File: config.mk
export PLATFORM = sky130hd
export DESIGN_NAME = fifo_credit_dp
export DESIGN_NICKNAME = d
export VERILOG_FILES = /design/src/rtl/fifo_pkg.sv /design/src/rtl/fifo_ram_dp.sv /design/src/rtl/fifo_credit_dp.sv
export SDC_FILE = /design/constraint.sdc
export NUM_CORES = 1
export LEC_CHECK = 0
export BUFFER_PORTS_ARGS = -buffer_cell sky130_fd_sc_hd__buf_2
export CAP_MARGIN = 40
export CELL_PAD_IN_SITES_DETAIL_PLACEMENT = 0
export CELL_PAD_IN_SITES_GLOBAL_PLACEMENT = 1
export CORE_ASPECT_RATIO = 0.75
export CORE_MARGIN = 1
export CORE_UTILIZATION = 45
export CTS_CLUSTER_SIZE = 14
export DETAILED_ROUTE_END_ITERATION = 6
export GPL_TIMING_DRIVEN = 0
export PLACE_DENSITY = 0.71
export SLEW_MARGIN = 20
export SYNTH_ARGS = -nofsm -noshare
export SYNTH_HDL_FRONTEND = slang
export SYNTH_SLANG_ARGS = --single-unit
File: constraint.sdc
create_clock -name clk -period 4.2 [get_ports clk]
set_input_delay 0.21 -clock clk [delete_from_list [all_inputs] [get_ports clk]]
set_output_delay 0.21 -clock clk [all_outputs]
set_load 0.1 [all_outputs]
File: src/rtl/fifo_pkg.sv
// Shared types and elaboration helpers for the parametrised credit FIFO.
// Provides pointer-width helper, depth legality check and error-flag struct.
package fifo_pkg;

    // Sticky error flags reported by the FIFO control.
    typedef struct packed {
        logic overflow;
        logic underflow;
    } fifo_err_t;

    localparam int FIFO_MIN_DEPTH = 2;
    localparam int FIFO_MAX_DEPTH = 1024;

    // Address width for a given depth; pointers carry one extra wrap bit.
    function automatic int addr_w(input int depth);
        return $clog2(depth);
    endfunction

    // True when depth is a power of two inside the supported range.
    function automatic bit depth_ok(input int depth);
        return (depth >= FIFO_MIN_DEPTH) &&
               (depth <= FIFO_MAX_DEPTH) &&
               ((depth & (depth - 1)) == 0);
    endfunction

endpackage

File: src/rtl/fifo_ram_dp.sv
// WIDTH x DEPTH storage: synchronous write port, asynchronous read port.
// Ports: clk, we_i/waddr_i/wdata_i (write), raddr_i -> rdata_o (read). No reset.
module fifo_ram_dp
    import fifo_pkg::*;
#(
    parameter int WIDTH = 16,
    parameter int DEPTH = 8,
    parameter int AW    = addr_w(DEPTH)
) (
    input  logic             clk,
    input  logic             we_i,
    input  logic [AW-1:0]    waddr_i,
    input  logic [WIDTH-1:0] wdata_i,
    input  logic [AW-1:0]    raddr_i,
    output logic [WIDTH-1:0] rdata_o
);

    logic [WIDTH-1:0] mem_q [DEPTH];

    always_ff @(posedge clk) begin
        if (we_i) begin
            mem_q[waddr_i] <= wdata_i;
        end
    end

    // Read is combinational so a freshly written head falls through at once.
    assign rdata_o = mem_q[raddr_i];

endmodule

File: src/rtl/fifo_credit_dp.sv
// Receive-side credit FIFO: FWFT read, fill level, almost-full, sticky errors,
// and a one-cycle credit_o pulse per accepted pop.
// Ports: clk, reset_p (async high); data_i/data_we write; data_o/data_rd read;
// full, empty, almost_full, level status; credit_o; overflow_err, underflow_err.
module fifo_credit_dp
    import fifo_pkg::*;
#(
    parameter int WIDTH    = 16,
    parameter int DEPTH    = 8,
    parameter int AF_LEVEL = 6
) (
    input  logic                   clk,
    input  logic                   reset_p,
    input  logic [WIDTH-1:0]       data_i,
    input  logic                   data_we,
    output logic [WIDTH-1:0]       data_o,
    input  logic                   data_rd,
    output logic                   full,
    output logic                   empty,
    output logic                   almost_full,
    output logic [$clog2(DEPTH):0] level,
    output logic                   credit_o,
    output logic                   overflow_err,
    output logic                   underflow_err
);

    localparam int AW = addr_w(DEPTH);

    if (!depth_ok(DEPTH)) begin : g_bad_depth
        $error("fifo_credit_dp: DEPTH must be a power of 2 in 2..1024");
    end

    if ((AF_LEVEL < 1) || (AF_LEVEL > DEPTH)) begin : g_bad_af
        $error("fifo_credit_dp: AF_LEVEL must be in 1..DEPTH");
    end

    if (WIDTH < 1) begin : g_bad_width
        $error("fifo_credit_dp: WIDTH must be >= 1");
    end

    localparam logic [AW:0] ONE    = {{AW{1'b0}}, 1'b1};
    localparam logic [AW:0] AF_LVL = AF_LEVEL[AW:0];

    logic [AW:0] wr_ptr_q, wr_ptr_d;
    logic [AW:0] rd_ptr_q, rd_ptr_d;
    logic [AW:0] level_q,  level_d;
    logic        credit_q, credit_d;
    fifo_err_t   err_q,    err_d;

    logic        wr_acc;
    logic        rd_acc;

    // Equal pointers mean empty; same slot with opposite wrap bits means full.
    assign empty = (wr_ptr_q == rd_ptr_q);
    assign full  = (wr_ptr_q[AW-1:0] == rd_ptr_q[AW-1:0]) &&
                   (wr_ptr_q[AW] != rd_ptr_q[AW]);

    assign almost_full = (level_q >= AF_LVL);
    assign level       = level_q;
    assign credit_o    = credit_q;

    assign overflow_err  = err_q.overflow;
    assign underflow_err = err_q.underflow;

    // Acceptance uses this cycle's flags, so a full FIFO with we+rd pops only.
    assign wr_acc = data_we && !full;
    assign rd_acc = data_rd && !empty;

    always_comb begin
        wr_ptr_d = wr_ptr_q;
        rd_ptr_d = rd_ptr_q;
        level_d  = level_q;
        credit_d = rd_acc;
        err_d    = err_q;

        if (wr_acc) begin
            wr_ptr_d = wr_ptr_q + ONE;
        end
        if (rd_acc) begin
            rd_ptr_d = rd_ptr_q + ONE;
        end

        unique case ({wr_acc, rd_acc})
            2'b10:   level_d = level_q + ONE;
            2'b01:   level_d = level_q - ONE;
            default: level_d = level_q;
        endcase

        if (data_we && full) begin
            err_d.overflow = 1'b1;
        end
        if (data_rd && empty) begin
            err_d.underflow = 1'b1;
        end
    end

    always_ff @(posedge clk or posedge reset_p) begin
        if (reset_p) begin
            wr_ptr_q <= '0;
            rd_ptr_q <= '0;
            level_q  <= '0;
            credit_q <= 1'b0;
            err_q    <= '0;
        end else begin
            wr_ptr_q <= wr_ptr_d;
            rd_ptr_q <= rd_ptr_d;
            level_q  <= level_d;
            credit_q <= credit_d;
            err_q    <= err_d;
        end
    end

    fifo_ram_dp #(
        .WIDTH (WIDTH),
        .DEPTH (DEPTH),
        .AW    (AW)
    ) u_ram (
        .clk     (clk),
        .we_i    (wr_acc),
        .waddr_i (wr_ptr_q[AW-1:0]),
        .wdata_i (data_i),
        .raddr_i (rd_ptr_q[AW-1:0]),
        .rdata_o (data_o)
    );

endmodule

==> summary.txt, run 1 <==
Status: complete, no violations
Compound-gate portion of the synthesized area: 1.08%
Worst Path Required: 4490 ps
Num Clock Sinks: 143
Fillcell total: 927
Core area: 12400 sq um
Max-slew violation count: 0
Post-synth EDFFs: 128
Post-synthesis xor/xnor area fraction: 1.66%
Global route overflow: 0
Critical-path cell list: buf_2 -> xnor2_1 -> nand4_1 -> nand2_1 -> inv_1 -> ha_1 -> ha_1 -> a21o_1 -> a2111oi_0 -> nand4b_1 -> nand3_1
Vias in the first global route: 2923
DR DRC count: 0
Mapped Nets: 304
Setup ws final: 1340 ps
Post-synthesis mux area share: 17.9%
Iteration-0 DRC Markers: 258
R2R setup slack: 1340 ps
Most frequent cell after synthesis: edfxtp_1
Worst Clk Skew: 10.3 ps
CP max FO: 10
Slowest-stage cell, CP: a2111oi_0
Max Fclk: 350 MHz
Worst Path Buf+Inv: 2
Area grow syn2layout: 20.2%
# rows: 35
Ys Warns: 0
Die W: 133 um
Hpwl dp: 7230 um
Global-route wire length before repair: 17200 um
Cell taking the most area after synthesis: edfxtp_1
RSZ-0062 raised after global routing: no
Max cap viols: 0
Dpl ws: 1380 ps
CTS Root Cell: clkbuf_16
Reg area: 4220 sq um
Final hold vios: 0
Multi-input logic area: 1500 sq um
Setup crit start kind: register
Cell area after placement: 6380 sq um
DR vias: 2896
Largest family of logic cells by synthesized area: multiplexers
Drt wl/cell: 20.4 um
N_diodes: 0
Share of cells above drive strength 1: 35.8%
Slew headroom: 47.8%
Post-synth top area share: 66.4%
Tmin final: 2860 ps
Routed WL: 11000 um
Clock-pin slew on the worst setup and hold paths: 60 ps
CP peak stage delay: 400 ps
Post-Syn Area per Cell: 20.8 sq um
Hold_ws: 54.4 ps
# port buffers: 45
Worst Hold Class: input pin to register
Non-Filler Instances: 537
Clock Latency Late Sink: 410 ps
CTS tree: built
Die area: 13300 sq um
Simple-Gate Fraction of Synth Area: 3.05%
Layout Nets: 384
Initial Utilization: 46.7%
DR pass1 iterations: 4
Cell Count Post-Placement: 504
Antenna viol nets, final: 0
WS Path Type: register to register
Most used cell along the critical path: ha_1
# IOs: 46
Top cells by count, synth: edfxtp_1, mux4_1, mux2_2, dfrtp_1, nand2_1
Vias per cell: 5.39
GRT Util Overall: 18.5%
Crit path max-delay family: simple AND/OR/NAND/NOR gates
Largest net degree at the start of global routing: 17
Total CTS buffers: 17
Element type at the critical path end: register
H-Tree Depth: 4
Critical path arrival: 3150 ps
Seq/Total Area, Yosys: 72.8%
Synthesized cell area: 5790 sq um
Leading post-synthesis cells by cell area: edfxtp_1, mux4_1, dfrtp_1
Antenna violations before repair: 0
Slew @ Worst Pin: 783 ps
Fin area: 6960 sq um
Post-Syn Instances: 278
Setup violators final: 0
Post-synthesis adder-cell area fraction: 1.43%
Prevailing post-synth register cell: edfxtp_1
Fraction of registers with async set/reset: 10.5%
Synth unique cells: 31
Period utilization: 68.0%
Clk buf depth: 2
Routability congestion estimate: 0.703
Flops & latches, synth: 143
Die Ht: 100 um
==> stage by stage <==
step	setup TNS, ps	utilization [%]
6_report	0	56.2
5_1_grt	0	56.2
2_1_floorplan	0	-
3_3_place_gp	-16950	50.2
4_1_cts	0	56.2
3_5_place_dp	0	51.5
==> what timing repair did <==
| item | 4_1_cts | 5_1_grt |
|---|---|---|
| gates resized for setup | 0 | 0 |
| hold buffers | 1 | 0 |
| setup buffers | 0 | 0 |
| endpoints found under the hold margin | 15 | 0 |
==> registers in the layout (all words and copies together), names as in the netlist <==
name,cells
u_ram.mem_q,128
rd_ptr_q,4
underflow_err,1
wr_ptr_q,4
credit_o,1
overflow_err,1
level,4
==> cells by family (layout without fill, tap and decap cells) <==
logic type               after synthesis  count (layout)
multiplexers                          52              52
AND/OR/NAND/NOR                       35              35
AO/OA/AOI/OAI                          9               9
adder cells (fa/ha/maj)                6               6
XOR/XNOR                              11              11
buffers and inverters                 22             115
flip-flops                           143             143
==> area by class of cell <==
class,instances,area share [%]
tap,166,2.98
clock inverter,6,0.808
timing repair buffer,61,4.98
sequential,143,60.6
clock buffer,26,7.46
inverter,8,0.431
multi-input combinational,113,21.5
buffer,14,1.29
==> layer usage <==
metal  vias up  global-route usage (%)  wire length, um
met2        62                    28.9             5350
met1      1509                    25.0             5130
met5         -                       0                0
met4         0                    7.69               92
met3         8                    4.60              389
li1       1317                       -                -
==> placed cells by master (no fill, tap or decap), types with 5 or more instances in the layout <==
cell	count
nand2_1	10
buf_4	8
ha_1	5
mux2_2	19
clkbuf_8	6
buf_6	5
clkbuf_1	6
dfrtp_1	15
clkbuf_16	17
edfxtp_1	128
mux4_1	24
nand3_1	5
inv_1	8
xnor2_1	8
mux4_2	8
buf_2	56
==> final timing paths <==
path / start / end / depth (start not counted)
hold reg to reg: underflow_err$_DFFE_PP0P_ / underflow_err$_DFFE_PP0P_ / 1
max in group asynchronous: reset_p / level[0]$_DFFE_PP0P_ / 3
setup reg to reg: rd_ptr_q[2]$_DFFE_PP0P_ / level[3]$_DFFE_PP0P_ / 11
hold / removal: data_rd / underflow_err$_DFFE_PP0P_ / 2
setup / recovery: rd_ptr_q[2]$_DFFE_PP0P_ / level[3]$_DFFE_PP0P_ / 11
min in group asynchronous: reset_p / wr_ptr_q[1]$_DFFE_PP0P_ / 3
Power of run 1 is not shown: default switching activity piles up to over one toggle a cycle in this logic, so the estimate is an artifact.
==> inputs of run 2 (changes only) <==
==> constraint.sdc (replaced) <==
create_clock -name clk -period 2.65 [get_ports clk]
set_input_delay 0.1325 -clock clk [delete_from_list [all_inputs] [get_ports clk]]
set_output_delay 0.1325 -clock clk [all_outputs]
set_load 0.1 [all_outputs]
==> run 2 against run 1 <==
  * Final cell count rose by 3.0%
  * Core utilization increased by 2.7 points
  * First-iteration DRC count is 15% lower
  * Sequential cell count did not move
  * Maximum frequency increased by 10%
  * Setup slack got worse by 1300 ps
  * Clock skew grew 1.6 ps
  * Wire length grew 5.0%
==> summary.txt, run 2 (synthesis results as in run 1) <==
Layout Nets: 400 (+4.2%)
Worst Clk Skew: 11.9 ps (+1.61 ps)
Max reg flops: 128 (unchanged)
CP max FO: 10 (unchanged)
DR vias: 2971 (+2.6%)
Hold_ws: 9.00 ps (-45.4 ps)
DR pass1 iterations: 4 (unchanged)
Clk buf depth: 2 (unchanged)
Slew headroom: 48.7% (+0.91 points)
# IOs: 46 (unchanged)
RR Startpoint: rd_ptr_q[2]$_DFFE_PP0P_
Total CTS buffers: 17 (unchanged)
Largest net degree at the start of global routing: 17 (unchanged)
Commonest non-fill, non-tap cells in the layout: edfxtp_1, buf_2, mux4_1
Fillcell total: 929 (+0.22%)
Multi-input logic area: 1570 sq um (+4.8%)
Num Clock Sinks: 143 (unchanged)
Reg area: 4220 sq um (unchanged)
Global-route wire length before repair: 17600 um (+2.7%)
Global route overflow: 0 (unchanged)
Top reg by flops: u_ram.mem_q
Setup violators final: 0 (unchanged)
Share of cells above drive strength 1: 37.5% (+1.6 points)
Antenna viol nets, final: 0 (unchanged)
Total Neg Setup Slack: 0 ps (unchanged)
Met2 GRT Util: 28.6% (-0.28 points)
DR DRC count: 0 (unchanged)
Global Route met1 Usage: 26.6% (+1.6 points)
Busiest grt layer: met2
N_diodes: 0 (unchanged)
Min-delay src: data_i[9]
Worst Path Required: 2940 ps (-1550 ps)
Routability congestion estimate: 0.716 (+1.8%)
Status: complete, no violations
R2R setup slack: 50 ps (-1290 ps)
Max cap viols: 0 (unchanged)
CTS tree: built
GRT Util Overall: 18.8% (+0.35 points)
RSZ-0062 raised after global routing: yes
Die W: 133 um (unchanged)
Max Fclk: 385 MHz (+10%)
Worst-case reg-to-reg path depth: 11 (unchanged)
Final hold vios: 0 (unchanged)
Routed WL: 11500 um (+5.0%)
Fin area: 7300 sq um (+4.8%)
Worst hold endpoint: u_ram.mem_q[2][9]$_DFFE_PP_
Vias in the first global route: 3062 (+4.8%)
WS Path Type: register to register
Met3 GRT Util: 5.15% (+0.56 points)
Setup ws final: 51.6 ps (-1290 ps)
Clock-pin slew on the worst setup and hold paths: 60 ps (about the same)
Dpl ws: -195 ps (-1570 ps)
Vias per cell: 5.37 (-0.38%)
Drt wl/cell: 20.8 um (+2.0%)
CTS Root Cell: clkbuf_16
Max-slew violation count: 0 (unchanged)
Critical path arrival: 2890 ps (-260 ps)
FF-to-FF End: level[3]$_DFFE_PP0P_
Iteration-0 DRC Markers: 219 (-15%)
H-Tree Depth: 4 (unchanged)
Most common cell after layout, fill and taps aside: edfxtp_1
# rows: 35 (unchanged)
Hold depth: 1 (-1)
Element type at the critical path end: register
Tmin final: 2600 ps (-260 ps)
Cell area after placement: 6410 sq um (+0.45%)
Area grow syn2layout: 26.0%
# port buffers: 45 (unchanged)
Die Ht: 100 um (unchanged)
Hpwl dp: 7430 um (+2.8%)
Slew @ Worst Pin: 764 ps (-19.4 ps)
Core area: 12400 sq um (unchanged)
Die area: 13300 sq um (unchanged)
Clock Latency Late Sink: 410 ps (about the same)
Initial Utilization: 46.7% (unchanged)
Setup crit start kind: register
Antenna violations before repair: 0 (unchanged)
Period utilization: 98.1% (+30 points)
Worst Hold Class: input pin to register
run 2: changes by cell type in the layout (fill, tap and decap cells not counted), moves of 3 or more:
cell and delta:
clkbuf_1 -4, xnor2_1 -3, dlygate4sd3_1 +15, clkbuf_8 -6, clkinv_4 +3, buf_2 -7
buf_6 +3, bufinv_16 +4
run 2: per-layer routing:
metal	share of wire (%)	vias up
met5	0	-
met4	0.61	0
met3	3.6	4
met2	47	63
met1	48	1554
li1	-	1350
run 2: timing repair:
item | CTS | global route
hold buffers | 16 | 0
pin swaps | 1 | 4
hold endpoints to repair | 134 | 0
resized for setup | 4 | 11
setup buffers | 1 | 2
setup endpoints to repair | 17 | 12
run 2: final cells by class:
class / instances / area share [%]
Buffer: 14 / 1.34
Inverter: 8 / 0.411
Timing Repair Buffer: 77 / 7.34
Tap cell: 166 / 2.85
Clock buffer: 18 / 5.88
Multi-Input combinational cell: 113 / 21.5
Sequential cell: 143 / 57.8
Clock inverter: 14 / 2.93
run 2: how the worst max path moves through the flow:
stage | startpoint | cells past startpoint | endpoint
3_5_place_dp | rd_ptr_q[2]$_DFFE_PP0P_ | 11 | level[3]$_DFFE_PP0P_
6_report | rd_ptr_q[2]$_DFFE_PP0P_ | 11 | level[3]$_DFFE_PP0P_
4_1_cts | rd_ptr_q[1]$_DFFE_PP0P_ | 11 | level[3]$_DFFE_PP0P_
2_1_floorplan | wr_ptr_q[0]$_DFFE_PP0P_ | 5 | u_ram.mem_q[2][0]$_DFFE_PP_
3_3_place_gp | rd_ptr_q[2]$_DFFE_PP0P_ | 5 | u_ram.mem_q[5][14]$_DFFE_PP_
5_1_grt | wr_ptr_q[0]$_DFFE_PP0P_ | 10 | level[3]$_DFFE_PP0P_
run 2: metrics by stage:
step / utilization [%] / instances
after CTS: 58.4 / 551
after global routing: 58.9 / 553
after floorplan: - / 278
after detailed placement: 51.7 / 502
final: 58.9 / 553
after global placement: 50.3 / 489
run 2: critical path: stages, from the launching register on:
cell and delay [ps]:
dfrtp_1 350, clkbuf_4 250, xnor2_4 200, nand4_1 190, nand2_2 130, inv_1 60, ha_2 220, ha_1 280
a21o_1 220, a2111oi_2 350, nand4b_1 160, nand3_1 70
Power of run 2 is left out for the same reason.
